**config.mk**
```make
export PLATFORM = sky130hd
export DESIGN_NAME = knob_decoder_flat
export DESIGN_NICKNAME = d
export VERILOG_FILES = /design/src/rtl/knob_pkg.sv /design/src/rtl/knob_decoder_if.sv /design/src/rtl/knob_debounce.sv /design/src/rtl/knob_decoder.sv /design/src/flat_wrapper.sv
export SDC_FILE = /design/constraint.sdc
export NUM_CORES = 1
export LEC_CHECK = 0
export ABC_AREA = 1
export ABC_CLOCK_PERIOD_IN_PS = 2200
export CAP_MARGIN = 25
export CELL_PAD_IN_SITES_DETAIL_PLACEMENT = 1
export CELL_PAD_IN_SITES_GLOBAL_PLACEMENT = 2
export CORE_ASPECT_RATIO = 0.9
export CORE_UTILIZATION = 32
export DETAILED_ROUTE_END_ITERATION = 10
export PLACE_DENSITY = 0.81
export RECOVER_POWER = 100
export SLEW_MARGIN = 20
export SYNTH_ARGS = -nofsm -noshare
export SYNTH_HDL_FRONTEND = slang
export SYNTH_SLANG_ARGS = --single-unit
```
**constraint.sdc**
```tcl
create_clock -name clock -period 2.2 [get_ports clock]
set_input_delay 0.22 -clock clock [delete_from_list [all_inputs] [get_ports clock]]
set_output_delay 0.22 -clock clock [all_outputs]
set_load 0.01 [all_outputs]
```
**src/rtl/knob_pkg.sv**
```systemverilog
// knob_pkg: shared phase type, Gray-code order and error-counter width for the quadrature decoder
package knob_pkg;
   typedef logic [1:0] phase_t;
   localparam phase_t PH_00 = 2'b00;
   localparam phase_t PH_01 = 2'b01;
   localparam phase_t PH_11 = 2'b11;
   localparam phase_t PH_10 = 2'b10;
   localparam int ERRW = 8;
   function automatic phase_t cw_next(phase_t p);
      return p == PH_00 ? PH_01 : p == PH_01 ? PH_11 : p == PH_11 ? PH_10 : PH_00;
   endfunction
endpackage

```
**src/rtl/knob_decoder_if.sv**
```systemverilog
// knob_decoder_if: raw quadrature phases in, notch pulses out; err_count only with KNOB_DECODER_ERRCNT_EN
interface knob_decoder_if;
   import knob_pkg::*;
   logic qa, qb, up, down, error;
`ifdef KNOB_DECODER_ERRCNT_EN
   logic [ERRW-1:0] err_count;
   modport master(output qa, qb, input up, down, error, err_count);
   modport slave(input qa, qb, output up, down, error, err_count);
`else
   modport master(output qa, qb, input up, down, error);
   modport slave(input qa, qb, output up, down, error);
`endif
endinterface

```
**src/rtl/knob_debounce.sv**
```systemverilog
// knob_debounce: synchroniser chain plus stability filter for one quadrature phase
module knob_debounce #(
   parameter int SYNC_STAGES = 2,
   parameter int DEBOUNCE    = 3
) (
   input  logic clock,
   input  logic reset,
   input  logic d,
   input  logic prime,
   output logic s,
   output logic f
);
   localparam int CW = $clog2(DEBOUNCE + 1);
   logic [SYNC_STAGES-1:0] sync;
   logic [CW-1:0] cnt;
   logic hit;
   assign s = sync[SYNC_STAGES-1];
   assign hit = s != f && cnt == CW'(DEBOUNCE - 1);
   always_ff @(posedge clock or posedge reset) begin
      if (reset) begin
         sync <= '0;
         f    <= 1'b0;
         cnt  <= '0;
      end else begin
         sync <= {sync[SYNC_STAGES-2:0], d};
         f    <= (prime || hit) ? s : f;
         cnt  <= (prime || s == f || hit) ? '0 : cnt + CW'(1);
      end
   end
endmodule

```
**src/rtl/knob_decoder.sv**
```systemverilog
// knob_decoder: quadrature phases to one-cycle up/down notch pulses with illegal-jump flag
module knob_decoder
   import knob_pkg::*;
#(
   parameter int SYNC_STAGES     = 2,
   parameter int DEBOUNCE        = 3,
   parameter int STEPS_PER_NOTCH = 4
) (
   input logic clock,
   input logic reset,
   knob_decoder_if.slave bus
);
   localparam logic signed [4:0] LIM = 5'(STEPS_PER_NOTCH);
   logic sa, sb, fa, fb, primed, illegal;
   logic up_q, down_q, err_q, up_n, down_n, err_n;
   logic [SYNC_STAGES:0] warm;
   phase_t prev, prev_n, cur;
   logic signed [4:0] acc, acc_n, step, sum;
   assign primed = warm[SYNC_STAGES];
   knob_debounce #(.SYNC_STAGES(SYNC_STAGES), .DEBOUNCE(DEBOUNCE)) u_a (
      .clock(clock), .reset(reset), .d(bus.qa), .prime(!primed), .s(sa), .f(fa));
   knob_debounce #(.SYNC_STAGES(SYNC_STAGES), .DEBOUNCE(DEBOUNCE)) u_b (
      .clock(clock), .reset(reset), .d(bus.qb), .prime(!primed), .s(sb), .f(fb));
   always_comb begin
      cur     = {fa, fb};
      prev_n  = primed ? cur : {sa, sb};
      illegal = primed && (cur ^ prev) == 2'b11;
      step    = (!primed || illegal) ? 5'sd0 : cur == cw_next(prev) ? 5'sd1 :
                prev == cw_next(cur) ? -5'sd1 : 5'sd0;
      sum     = acc + step;
      up_n    = sum == LIM;
      down_n  = sum == -LIM;
      err_n   = illegal;
      acc_n   = (illegal || up_n || down_n) ? 5'sd0 : sum;
   end
   always_ff @(posedge clock or posedge reset) begin
      if (reset) begin
         warm   <= '0;
         prev   <= PH_00;
         acc    <= '0;
         up_q   <= 1'b0;
         down_q <= 1'b0;
         err_q  <= 1'b0;
      end else begin
         warm   <= {warm[SYNC_STAGES-1:0], 1'b1};
         prev   <= prev_n;
         acc    <= acc_n;
         up_q   <= up_n;
         down_q <= down_n;
         err_q  <= err_n;
      end
   end
   assign bus.up    = up_q;
   assign bus.down  = down_q;
   assign bus.error = err_q;
`ifdef KNOB_DECODER_ERRCNT_EN
   logic [ERRW-1:0] errcnt;
   always_ff @(posedge clock or posedge reset) begin
      if (reset) errcnt <= '0;
      else errcnt <= errcnt + ERRW'(err_n && errcnt != '1);
   end
   assign bus.err_count = errcnt;
`endif
endmodule
```
**src/flat_wrapper.sv**
```systemverilog
// flat-port wrapper written by rule: the top's interface ports become plain ports
module knob_decoder_flat import knob_pkg::*;
#(
   parameter int SYNC_STAGES     = 2,
   parameter int DEBOUNCE        = 3,
   parameter int STEPS_PER_NOTCH = 4
)
  (clock, reset, bus_qa, bus_qb, bus_up, bus_down, bus_error);
  knob_decoder_if bus_i ();
  input logic clock;
  input logic reset;
  input wire logic [$bits(bus_i.qa)-1:0] bus_qa;
  input wire logic [$bits(bus_i.qb)-1:0] bus_qb;
  output wire logic [$bits(bus_i.up)-1:0] bus_up;
  output wire logic [$bits(bus_i.down)-1:0] bus_down;
  output wire logic [$bits(bus_i.error)-1:0] bus_error;
  assign bus_i.qa = bus_qa;
  assign bus_i.qb = bus_qb;
  assign bus_up = bus_i.up;
  assign bus_down = bus_i.down;
  assign bus_error = bus_i.error;
  knob_decoder #(.SYNC_STAGES(SYNC_STAGES), .DEBOUNCE(DEBOUNCE), .STEPS_PER_NOTCH(STEPS_PER_NOTCH)) u_core (.clock(clock), .reset(reset), .bus(bus_i));
endmodule
```
==> insert_results.sql <==
INSERT INTO impl_metrics (metric_group, metric, value, unit) VALUES
('status', 'run_status', 'finished with violations', ''),
('status', 'violations', 'setup timing', ''),
('yosys', 'synth_cell_types', '19', ''),
('sta', 'clock-skew-final', '0.00264', 'ns'),
('floorplanning', 'initial_utilization', '34.0', '%'),
('yosys', 'combinational_family_with_the_most_area_after_synthesis', 'simple AND/OR/NAND/NOR gates', ''),
('sta', 'finalSetupViolCount', '4', ''),
('cells_and_area', 'nFillCells', '391', ''),
('yosys', 'syn_area', '0.00117', 'mm2'),
('worst_hold_path', 'holdCritStartpoint', 'u_core.u_a.sync[0]', ''),
('power', 'leakagePower', '0.000832', 'uW'),
('setup_path', 'worst_ep_required_time', '2.35', 'ns'),
('drt', 'post-route-drc-count', '0', ''),
('cts', 'insertion_delay', '0.25', 'ns'),
('yosys', 'post_synth_fa_ha_maj_area_fraction', '8.15', '%'),
('cts', 'cts_inserted_buffers', '3', ''),
('power', 'power-per-cell-area', '994', 'mW/mm2'),
('cts', 'cts.sink_count', '23', ''),
('sta', 'final_critical_path_setup_slack', '-0.0274', 'ns'),
('yosys', 'synthSimpleGateAreaFrac', '29.1', '%'),
('grt', 'grt-ovfl-total', '0', ''),
('cts', 'cts_max_path_buffers', '2', ''),
('grt', 'globalRouteMet2Util', '25.9', '%'),
('worst_hold_path', 'worst_hold_check_path_type', 'flip-flop to flip-flop', ''),
('sta', 'final_hold_viol_count', '0', ''),
('setup_path', 'crit_path_cell_trace', 'inv_2, nand2_1, nand2_2, nand2_4, nand2_4, buf_4, nor2_8, fa_2, nor2_4, nand2_4, nor2_2, nand3_2, nand3_2, nor2_1', ''),
('grt', 'track_usage', '14.9', '%'),
('sta', 'max_slew_margin', '18.0', '%'),
('placement', 'place.gp.congestion', '0.752', ''),
('worst_hold_path', 'worst_hold_path.num_cells', '0', ''),
('grt', 'number_of_global_route_vias_before_repair', '949', ''),
('yosys', 'syn_nets', '138', ''),
('setup_path', 'crit_type', 'flip-flop to flip-flop', ''),
('floorplanning', 'boundaryPins', '7', ''),
('cells_and_area', 'antennaDiodeCount', '0', ''),
('grt', 'global_route.usage.met1', '20.8', '%'),
('floorplanning', 'chipWidth', '65.6', 'um'),
('setup_path', 'critPathLaunchType', 'flip-flop', ''),
('sta', 'timing.final.crit_share', '101', '%'),
('cells_and_area', 'layout_commonest_cell', 'sky130_fd_sc_hd__dfrtp_1', ''),
('setup_path', 'timing.critical_path.slowest_stage_cell', 'sky130_fd_sc_hd__fa_2', ''),
('cts', 'clock_tree.htree_level_count', '1', ''),
('drt', 'wirelength', '2.73', 'mm'),
('cells_and_area', 'final_cell_mix', '23 x sky130_fd_sc_hd__dfrtp_1, 22 x sky130_fd_sc_hd__buf_4, 17 x sky130_fd_sc_hd__nand2_1', ''),
('drt', 'vias_per_cell', '4.48', ''),
('yosys', 'synthesis.instances', '127', ''),
('yosys', 'post_synth.cell_area_avg', '9.18', 'um2'),
('cells_and_area', 'postLayoutCoreUtil', '46.8', '%'),
('flow_run', 'drv.max_cap_violation_count', '0', ''),
('power', 'vdd_drop_max', '646', 'uV'),
('drt', 'drt-wirelength-per-cell', '13.4', 'um'),
('sta', 'slew_viol_final', '0', ''),
('setup_path', 'critical_path.reg2reg.startpoint', 'u_core.prev[0]', ''),
('grt', 'grt_start_max_net_pins', '24', ''),
('yosys', 'synth_xor_xnor_area_share', '2.25', '%'),
('yosys', 'synthesis_stage_register_bit_count', '23', ''),
('setup_path', 'timing.critical_path.slowest_cell_delay', '0.51', 'ns'),
('floorplanning', 'row_count', '20', ''),
('yosys', 'synth_mux_area_share', '0', '%'),
('cts', 'cts.root.buffer_cell', 'sky130_fd_sc_hd__clkbuf_8', ''),
('setup_path', 'regToRegSetupSlack', '-0.03', 'ns'),
('setup_path', 'worst-r2r-cell-count', '14', ''),
('grt', 'first_pass_grt_wire_length', '4.41', 'mm'),
('drt', 'drt-pass1-iter-count', '2', ''),
('placement', 'numPortBuffers', '6', ''),
('yosys', 'synth-compound-area-share', '4.08', '%'),
('cts', 'cts_hold_repair.buffers', '0', ''),
('cells_and_area', 'finalInstanceArea', '0.00160', 'mm2'),
('drt', 'vias', '909', ''),
('sta', 'fmax', '0.449', 'GHz'),
('setup_path', 'crit_arrival', '2.38', 'ns');
-- sequential cells by signal, indices dropped and copies added (netlist names) --
register / flops
u_core.prev: 2
u_core.u_a.cnt: 2
u_core.warm: 3
u_core.bus.error: 1
u_core.acc: 5
u_core.u_a.sync: 2
u_core.bus.up: 1
u_core.bus.down: 1
u_core.u_b.cnt: 2
u_core.u_b.f: 1
u_core.u_a.f: 1
u_core.u_b.sync: 2
-- worst max-delay path, delay by kind of cell, from the launching register on --
kind,cells,cell delay (ns)
flops,1,0.40
fa+ha+maj,1,0.51
simple gates,11,0.99
buf+inv,2,0.21
-- stage by stage --
stage,hold slack [ns],total power [uW],cells
after detailed placement,0.336,1110,188
after global routing,0.359,1700,203
after global placement,0.332,1090,188
after CTS,0.315,1490,201
after floorplan,0.222,911,127
final,0.352,1600,203
-- report_power, final --
group | total [uW] | switching (uW) | leakage, uW | internal [uW]
sequential | 558 | 59.1 | 0.000283 | 499
clock | 249 | 120 | 0.0000228 | 129
combinational | 788 | 439 | 0.000527 | 349
-- what timing repair did --
action                                  in CTS  in global routing
endpoints found under the setup margin       6                  6
buffers inserted                             9                  2
pin swaps                                   18                  6
gates resized for setup                     19                  9
-- metal layers --
metal	vias to the layer above	part of all wire, %
li1	459	-
met1	443	46
met2	5	52
met3	2	1.1
met4	0	0.62
met5	-	0
-- worst max-delay path by stage --
stage | startpoint | end
2_1_floorplan | u_core.u_b.f | u_core.acc[0]
3_3_place_gp | u_core.u_b.f | u_core.acc[4]
3_5_place_dp | u_core.u_b.f | u_core.acc[2]
4_1_cts | u_core.u_a.f | u_core.acc[4]
5_1_grt | u_core.prev[0] | u_core.acc[4]
6_report | u_core.prev[0] | u_core.acc[2]
-- synthesized netlist by cell type --
cell / n / area share, %
sky130_fd_sc_hd__nand2_1: 25 / 8.0
sky130_fd_sc_hd__ha_1: 6 / 6.4
sky130_fd_sc_hd__inv_1: 16 / 5.2
sky130_fd_sc_hd__nor2_8: 1 / 1.7
sky130_fd_sc_hd__nand2_4: 4 / 3.9
sky130_fd_sc_hd__conb_1: 1 / 0.32
sky130_fd_sc_hd__nand3_2: 2 / 1.7
sky130_fd_sc_hd__nand2_2: 5 / 2.7
sky130_fd_sc_hd__xor2_1: 3 / 2.3
sky130_fd_sc_hd__fa_1: 1 / 1.7
sky130_fd_sc_hd__nor2_1: 12 / 3.9
sky130_fd_sc_hd__a21oi_1: 7 / 3.0
sky130_fd_sc_hd__nand3_1: 12 / 5.2
sky130_fd_sc_hd__dfrtp_1: 23 / 49
sky130_fd_sc_hd__clkbuf_1: 1 / 0.32
sky130_fd_sc_hd__nand4_1: 1 / 0.54
sky130_fd_sc_hd__a31oi_1: 2 / 1.1
sky130_fd_sc_hd__nand3_4: 1 / 1.5
sky130_fd_sc_hd__inv_2: 4 / 1.3
-- cells by family (layout without fill, tap and decap cells) --
| family | count (synthesis) | after routing |
|---|---|---|
| AO/OA/AOI/OAI | 9 | 9 |
| XOR/XNOR | 3 | 3 |
| adder cells (fa/ha/maj) | 7 | 7 |
| buffers and inverters | 21 | 53 |
| flip-flops | 23 | 23 |
| other | 1 | 1 |
| AND/OR/NAND/NOR | 63 | 63 |
-- layout make-up --
class                           count  area, um2  area share (%)
Timing Repair Buffer               29        229            14.3
Multi-Input combinational cell     83        624            38.9
Clock buffer                        4       45.0            2.81
Tap cell                           44       55.1            3.43
Inverter                           20       75.1            4.68
Sequential cell                    23        576            35.9
Note: power is estimated with default switching activity, not from simulation.
